`config.mk`:
```
export PLATFORM = sky130hd
export DESIGN_NAME = acq_sequencer_flat
export DESIGN_NICKNAME = d
export VERILOG_FILES = /design/src/rtl/acq_sequencer_if.sv /design/src/rtl/acq_sequencer.sv /design/src/flat_wrapper.sv
export SDC_FILE = /design/constraint.sdc
export NUM_CORES = 1
export LEC_CHECK = 0
export CORE_ASPECT_RATIO = 1.2
export CORE_UTILIZATION = 40
export DETAILED_ROUTE_END_ITERATION = 10
export DONT_BUFFER_PORTS = 1
export PLACE_DENSITY = 0.54
export REMOVE_ABC_BUFFERS = 1
export SLEW_MARGIN = 30
export SYNTH_ARGS = -nofsm -noshare
export SYNTH_HDL_FRONTEND = slang
export SYNTH_SLANG_ARGS = --single-unit
```
`constraint.sdc`:
```
create_clock -name clk -period 2 [get_ports clk]
set_clock_uncertainty 0.05 [all_clocks]
set_input_delay 0.1 -clock clk [delete_from_list [all_inputs] [get_ports clk]]
set_output_delay 0.1 -clock clk [all_outputs]
set_load 0.02 [all_outputs]
```
`src/rtl/acq_sequencer_if.sv`:
```
// CPU I/O bus, sample source and buffer RAM port of the acquisition sequencer.
// The master side is the surrounding system; the slave side is the sequencer.
interface acq_sequencer_if;
    logic [15:0] io_addr;
    logic        write_IO;
    logic        read_IO;
    logic [15:0] io_rdata;
    logic        io_rvalid;
    logic        sample_valid;
    logic [7:0]  sample_data;
    logic        buf_en;
    logic        buf_we;
    logic [7:0]  buf_addr;
    logic [7:0]  buf_wdata;
    logic [7:0]  buf_rdata;
    logic        interrupt;

    modport master (
        output io_addr, write_IO, read_IO, sample_valid, sample_data, buf_rdata,
        input  io_rdata, io_rvalid, buf_en, buf_we, buf_addr, buf_wdata, interrupt
    );

    modport slave (
        input  io_addr, write_IO, read_IO, sample_valid, sample_data, buf_rdata,
        output io_rdata, io_rvalid, buf_en, buf_we, buf_addr, buf_wdata, interrupt
    );
endinterface

```
`src/rtl/acq_sequencer.sv`:
```
// Sequences 256-sample captures into an external 256x8 buffer and arbitrates
// that buffer port between capture writes and CPU reads of the 0x55xx window.
module acq_sequencer #(
    parameter logic [15:0] ADDR_START  = 16'h5000,
    parameter logic [15:0] ADDR_ACK    = 16'h5001,
    parameter logic [15:0] ADDR_STATUS = 16'h5002,
    parameter logic [15:0] BUF_BASE    = 16'h5500
) (
    input  logic          clk,
    input  logic          rst,
    acq_sequencer_if.slave bus
);

    typedef enum logic [1:0] {
        ST_IDLE    = 2'd0,
        ST_CAPTURE = 2'd1,
        ST_DONE    = 2'd2
    } state_t;

    state_t      r_state;
    logic [8:0]  r_count;
    logic        r_rd_drop;
    logic        r_pend_v;
    logic [7:0]  r_pend_addr;
    logic        r_rd_s2;
    logic [7:0]  r_rd_a2;
    logic [15:0] r_dq [2];
    logic [1:0]  r_dq_cnt;
    logic        r_buf_en;
    logic        r_buf_we;
    logic [7:0]  r_buf_addr;
    logic [7:0]  r_buf_wdata;
    logic [15:0] r_io_rdata;
    logic        r_io_rvalid;
    logic        r_interrupt;

    logic        w_wr_start;
    logic        w_wr_ack;
    logic        w_in_window;
    logic        w_rd_drop;
    logic        w_rd_buf;
    logic        w_rd_dir;
    logic        w_samp_acc;
    logic        w_rsp_pop;
    logic [15:0] w_dir_data;

    assign w_wr_start  = bus.write_IO && (bus.io_addr == ADDR_START);
    assign w_wr_ack    = bus.write_IO && (bus.io_addr == ADDR_ACK);
    assign w_in_window = (bus.io_addr[15:8] == BUF_BASE[15:8]);
    assign w_rd_drop   = bus.read_IO && r_pend_v;
    assign w_rd_buf    = bus.read_IO && !r_pend_v && w_in_window;
    assign w_rd_dir    = bus.read_IO && !r_pend_v && !w_in_window;
    // An abort on the same edge as a sample wins; that sample is not captured.
    assign w_samp_acc  = (r_state == ST_CAPTURE) && bus.sample_valid && !w_wr_ack;
    assign w_rsp_pop   = !r_rd_s2 && (r_dq_cnt != 2'd0);

    always_comb begin
        w_dir_data = '0;
        if (bus.io_addr == ADDR_STATUS)
            w_dir_data = {r_state, r_rd_drop, 4'b0000, r_count};
    end

    always_ff @(posedge clk or negedge rst) begin
        if (!rst) begin
            r_state     <= ST_IDLE;
            r_count     <= '0;
            r_rd_drop   <= 1'b0;
            r_pend_v    <= 1'b0;
            r_pend_addr <= '0;
            r_rd_s2     <= 1'b0;
            r_rd_a2     <= '0;
            r_dq[0]     <= '0;
            r_dq[1]     <= '0;
            r_dq_cnt    <= '0;
            r_buf_en    <= 1'b0;
            r_buf_we    <= 1'b0;
            r_buf_addr  <= '0;
            r_buf_wdata <= '0;
            r_io_rdata  <= '0;
            r_io_rvalid <= 1'b0;
            r_interrupt <= 1'b0;
        end else begin
            case (r_state)
                ST_IDLE: begin
                    if (w_wr_start) begin
                        r_state <= ST_CAPTURE;
                        r_count <= '0;
                    end
                end
                ST_CAPTURE: begin
                    if (w_wr_ack) begin
                        r_state <= ST_IDLE;
                    end else if (w_samp_acc) begin
                        r_count <= r_count + 9'd1;
                        if (r_count == 9'd255) begin
                            r_state     <= ST_DONE;
                            r_interrupt <= 1'b1;
                        end
                    end
                end
                ST_DONE: begin
                    if (w_wr_ack) begin
                        r_state     <= ST_IDLE;
                        r_interrupt <= 1'b0;
                    end
                end
                default: r_state <= ST_IDLE;
            endcase

            if (w_rd_drop)
                r_rd_drop <= 1'b1;
            else if ((r_state == ST_IDLE) && w_wr_start)
                r_rd_drop <= 1'b0;

            // Port priority: capture write, then the parked read, then a fresh read.
            if (w_samp_acc) begin
                r_buf_en    <= 1'b1;
                r_buf_we    <= 1'b1;
                r_buf_addr  <= r_count[7:0];
                r_buf_wdata <= bus.sample_data;
                if (w_rd_buf) begin
                    r_pend_v    <= 1'b1;
                    r_pend_addr <= bus.io_addr[7:0];
                end
            end else if (r_pend_v) begin
                r_buf_en    <= 1'b1;
                r_buf_we    <= 1'b0;
                r_buf_addr  <= r_pend_addr;
                r_buf_wdata <= '0;
                r_pend_v    <= 1'b0;
            end else if (w_rd_buf) begin
                r_buf_en    <= 1'b1;
                r_buf_we    <= 1'b0;
                r_buf_addr  <= bus.io_addr[7:0];
                r_buf_wdata <= '0;
            end else begin
                r_buf_en    <= 1'b0;
                r_buf_we    <= 1'b0;
                r_buf_addr  <= '0;
                r_buf_wdata <= '0;
            end

            r_rd_s2 <= r_buf_en && !r_buf_we;
            r_rd_a2 <= r_buf_addr;

            // Buffer responses are fixed-latency so they take the response slot;
            // status/unmapped responses wait in a short queue if they collide.
            if (r_rd_s2) begin
                r_io_rvalid <= 1'b1;
                r_io_rdata  <= {r_rd_a2, bus.buf_rdata};
            end else if (r_dq_cnt != 2'd0) begin
                r_io_rvalid <= 1'b1;
                r_io_rdata  <= r_dq[0];
            end else begin
                r_io_rvalid <= 1'b0;
                r_io_rdata  <= '0;
            end

            case ({w_rd_dir, w_rsp_pop})
                2'b10: begin
                    if (r_dq_cnt == 2'd0)
                        r_dq[0] <= w_dir_data;
                    else
                        r_dq[1] <= w_dir_data;
                    if (r_dq_cnt != 2'd2)
                        r_dq_cnt <= r_dq_cnt + 2'd1;
                end
                2'b01: begin
                    r_dq[0]  <= r_dq[1];
                    r_dq_cnt <= r_dq_cnt - 2'd1;
                end
                2'b11: begin
                    if (r_dq_cnt == 2'd1) begin
                        r_dq[0] <= w_dir_data;
                    end else begin
                        r_dq[0] <= r_dq[1];
                        r_dq[1] <= w_dir_data;
                    end
                end
                default: ;
            endcase
        end
    end

    assign bus.buf_en    = r_buf_en;
    assign bus.buf_we    = r_buf_we;
    assign bus.buf_addr  = r_buf_addr;
    assign bus.buf_wdata = r_buf_wdata;
    assign bus.io_rdata  = r_io_rdata;
    assign bus.io_rvalid = r_io_rvalid;
    assign bus.interrupt = r_interrupt;

endmodule

```
`src/flat_wrapper.sv`:
```
// flat-port wrapper written by rule: the top's interface ports become plain ports
module acq_sequencer_flat 
#(
    parameter logic [15:0] ADDR_START  = 16'h5000,
    parameter logic [15:0] ADDR_ACK    = 16'h5001,
    parameter logic [15:0] ADDR_STATUS = 16'h5002,
    parameter logic [15:0] BUF_BASE    = 16'h5500
)
  (clk, rst, bus_io_addr, bus_write_IO, bus_read_IO, bus_sample_valid, bus_sample_data, bus_buf_rdata, bus_io_rdata, bus_io_rvalid, bus_buf_en, bus_buf_we, bus_buf_addr, bus_buf_wdata, bus_interrupt);
  acq_sequencer_if bus_i ();
  input  logic clk;
  input  logic rst;
  input wire logic [$bits(bus_i.io_addr)-1:0] bus_io_addr;
  input wire logic [$bits(bus_i.write_IO)-1:0] bus_write_IO;
  input wire logic [$bits(bus_i.read_IO)-1:0] bus_read_IO;
  input wire logic [$bits(bus_i.sample_valid)-1:0] bus_sample_valid;
  input wire logic [$bits(bus_i.sample_data)-1:0] bus_sample_data;
  input wire logic [$bits(bus_i.buf_rdata)-1:0] bus_buf_rdata;
  output wire logic [$bits(bus_i.io_rdata)-1:0] bus_io_rdata;
  output wire logic [$bits(bus_i.io_rvalid)-1:0] bus_io_rvalid;
  output wire logic [$bits(bus_i.buf_en)-1:0] bus_buf_en;
  output wire logic [$bits(bus_i.buf_we)-1:0] bus_buf_we;
  output wire logic [$bits(bus_i.buf_addr)-1:0] bus_buf_addr;
  output wire logic [$bits(bus_i.buf_wdata)-1:0] bus_buf_wdata;
  output wire logic [$bits(bus_i.interrupt)-1:0] bus_interrupt;
  assign bus_i.io_addr = bus_io_addr;
  assign bus_i.write_IO = bus_write_IO;
  assign bus_i.read_IO = bus_read_IO;
  assign bus_i.sample_valid = bus_sample_valid;
  assign bus_i.sample_data = bus_sample_data;
  assign bus_i.buf_rdata = bus_buf_rdata;
  assign bus_io_rdata = bus_i.io_rdata;
  assign bus_io_rvalid = bus_i.io_rvalid;
  assign bus_buf_en = bus_i.buf_en;
  assign bus_buf_we = bus_i.buf_we;
  assign bus_buf_addr = bus_i.buf_addr;
  assign bus_buf_wdata = bus_i.buf_wdata;
  assign bus_interrupt = bus_i.interrupt;
  acq_sequencer #(.ADDR_START(ADDR_START), .ADDR_ACK(ADDR_ACK), .ADDR_STATUS(ADDR_STATUS), .BUF_BASE(BUF_BASE)) u_core (.clk(clk), .rst(rst), .bus(bus_i));
endmodule
```
==> flow_summary.ini <==
[global_routing]
grt_usage_pct = 18.56
grt_max_degree = 93
overflow = 0
grt_pass1_vias = 3084
grt_first_pass_wirelength_um = 16520
antenna_found_initial = 1

[cts]
numCtsBuffers = 9
clkTransAtPathRegs_ns = 0.07
cts_tree = done
cts.htree.levels = 3
cts_max_path_buffers = 2
root_buffer = clkbuf_16
cts_sinks = 92
worstSkewPairLatency_ns = 0.34

[logic_synthesis]
synth-seq-area-share_pct = 53.01
synth_edf_count = 0
synth-seq-cells = 92
synthArstFlopShare_pct = 100.0
ys.flop_type = dfrtp_1
synth_top_cell_by_area = dfrtp_1
synth_area_leaders = dfrtp_1 53%, a22o_1 3.6%, mux2_2 2.9%, nand2_1 2.7%, ha_1 2.3%
syn_area_per_cell_um2 = 11.14
ys_types = 57
synth_top_area_share_pct = 53.01
syn_inst = 390
syn_area_mm2 = 0.004343
yosysWarnings = 0

[placed_design]
place.gp.congestion = 0.8895
dp_hpwl_um = 6865
dpl.cell_count = 527
placed_cell_area_mm2 = 0.004684
io_buffers = 0

[drt]
ant_nets = 0
route.detailed.drc = 0
drt-vias-per-instance = 5.529
wl_per_cell_um = 17.89
drt-total-wl_um = 10250
drt_iter0_markers = 176
vias = 3168
drt_first_pass_iters = 4

[timing]
max_slew.worst_pin.slew_ns = 0.4818
hold_viol = 92
max_freq_mhz = 515.2
rsz0062_at_grt = no
slew_headroom_pct = 67.43
fin_crit_ns = 1.941
hold_ws_ns = -0.6000
final-max-slew-violation-count = 0
fin_crit_sh_pct = 97.05
final-setup-viol-count = 0

[final_layout]
final_cell_area_mm2 = 0.005283
nets = 483
syn_to_final_growth_pct = 21.64
final_common_cell = dfrtp_1
layout_common_cells = 92 x dfrtp_1, 37 x buf_4, 31 x nand2_1
layoutNonFillerInstCount = 573
drive_gt1_share_pct = 18.06

[setup_path]
arrival_ns = 2.15
cp-end-kind = flop
required_ns = 2.21
cp_cell_sequence = inv_1, ha_1, buf_6, mux2_2, nor2b_1, mux2_4, a211oi_2
critPathSlowestCell = dfrtp_1
cpPeakStageDelay_ns = 0.39
worstPathMaxFanout = 10
cp-start-kind = flop
path_class = flop to flop

[floorplanning]
start_util_pct = 41.30
dieWidth_um = 97.12
die_h_um = 116.1
dieArea_mm2 = 0.01128
core_mm2 = 0.01052
io_pins = 73
core.rowCount = 41

[power]
p_per_area_mw_per_mm2 = 924.9
p_leak_nw = 2.310
ir_drop_mv = 0.4011

[run_status]
violations = hold timing
status = finished, violations left

[flow_run]
maxCapViolations = 0

[min_path]
hold_path_class = input pin to asynchronous set/reset pin
## flip-flops by register name, indices dropped and copies added (netlist names)
name and flops:
u_core.bus.buf_addr 8, u_core.bus.buf_en 1, u_core.bus.buf_wdata 8, u_core.bus.buf_we 1
u_core.bus.interrupt 1, u_core.bus.io_rdata 16, u_core.bus.io_rvalid 1, u_core.r_count 9
u_core.r_dq 24, u_core.r_dq_cnt 2, u_core.r_pend_addr 8, u_core.r_pend_v 1
u_core.r_rd_a2 8, u_core.r_rd_drop 1, u_core.r_rd_s2 1, u_core.r_state 2
## cells by family (layout without fill, tap and decap cells)
logic type / Yosys count / in the layout / share of synthesized area, %
adder cells (fa/ha/maj): 8 / 8 / 2.305
AND/OR/NAND/NOR: 122 / 122 / 16.54
flip-flops: 92 / 92 / 53.01
other: 0 / 1 / 0
XOR/XNOR: 1 / 1 / 0.2017
buffers and inverters: 41 / 94 / 3.918
AO/OA/AOI/OAI: 98 / 98 / 16.97
multiplexers: 28 / 28 / 7.058
## cell type report
cell class | count | area (um^2)
Sequential cell | 92 | 2302
Inverter | 12 | 45.04
Timing Repair Buffer | 66 | 589.3
Tap cell | 129 | 161.4
Clock inverter | 4 | 32.53
Clock buffer | 12 | 256.5
Multi-Input combinational cell | 257 | 1893
Fill cell | 927 | 5234
Antenna cell | 1 | 2.502
## per-stage QoR
step	power, mW	hold WS [ns]	setup TNS (ns)	util (%)	worst slack (ns)
after floorplan	2.929	-0.2456	-23.05	-	-0.5994
after CTS	4.931	-0.6076	0	49.71	0.01297
after global placement	3.235	-0.2434	-0.3849	44.54	-0.08551
final	4.886	-0.6000	0	50.23	0.05901
after detailed placement	3.248	-0.2433	-0.9416	44.54	-0.1583
after global routing	5.163	-0.6163	0	50.23	0.005723
## power breakdown
group          internal (mW)  switching, mW
Sequential              2.07          0.215
Clock                  0.918          0.718
Combinational          0.403          0.563
## cells in the mapped netlist (all sizes together) (4+ instances only)
master   n
a31oi   12
inv     12
nor2     6
ha       8
and2    13
a21oi   10
dfrtp   92
o211ai  13
nor4     6
o21ai   18
nor3    15
clkbuf  25
buf      4
a22o    18
nand2   31
nand3   14
nand2b   6
a211o    5
nor2b    6
mux2    18
mux2i   10
nor3b    4
## final timing paths
kind	startpoint	to	slack (ns)	cells after the start
max	u_core.r_state[1]	u_core.r_count[7]	0.06	7
min	rst	u_core.bus.io_rdata[14]	-0.60	0
max reg2reg	u_core.r_state[1]	u_core.r_count[7]	0.06	7
min reg2reg	u_core.r_rd_a2[4]	u_core.bus.io_rdata[12]	0.41	1
max in group asynchronous	rst	u_core.r_pend_addr[1]	2.35	0
min in group clk	bus_sample_valid	u_core.r_count[6]	0.02	4
## worst max-delay path: cells and delay by family (launching register included)
kind	cells	cell delay, ns
buf+inv	2	0.24
flops	1	0.39
mux	2	0.66
simple gates	1	0.14
fa+ha+maj	1	0.19
compound gates	1	0.19
## per-layer routing
layer	global-route usage, %	part of all wire, %
met5	0	0
met2	30.33	50
met1	24.46	45
met4	7.065	1.6
met3	3.890	3.5
## repair_timing
action / in CTS / in global routing
hold buffers: 25 / 1
buffers inserted: 0 / 3
resized for setup: 1 / 4
hold endpoints to repair: 124 / 93
setup endpoints to repair: 1 / 6
cloned: 0 / 0
pin swaps: 0 / 1
Note: power is estimated with default switching activity, not from simulation.
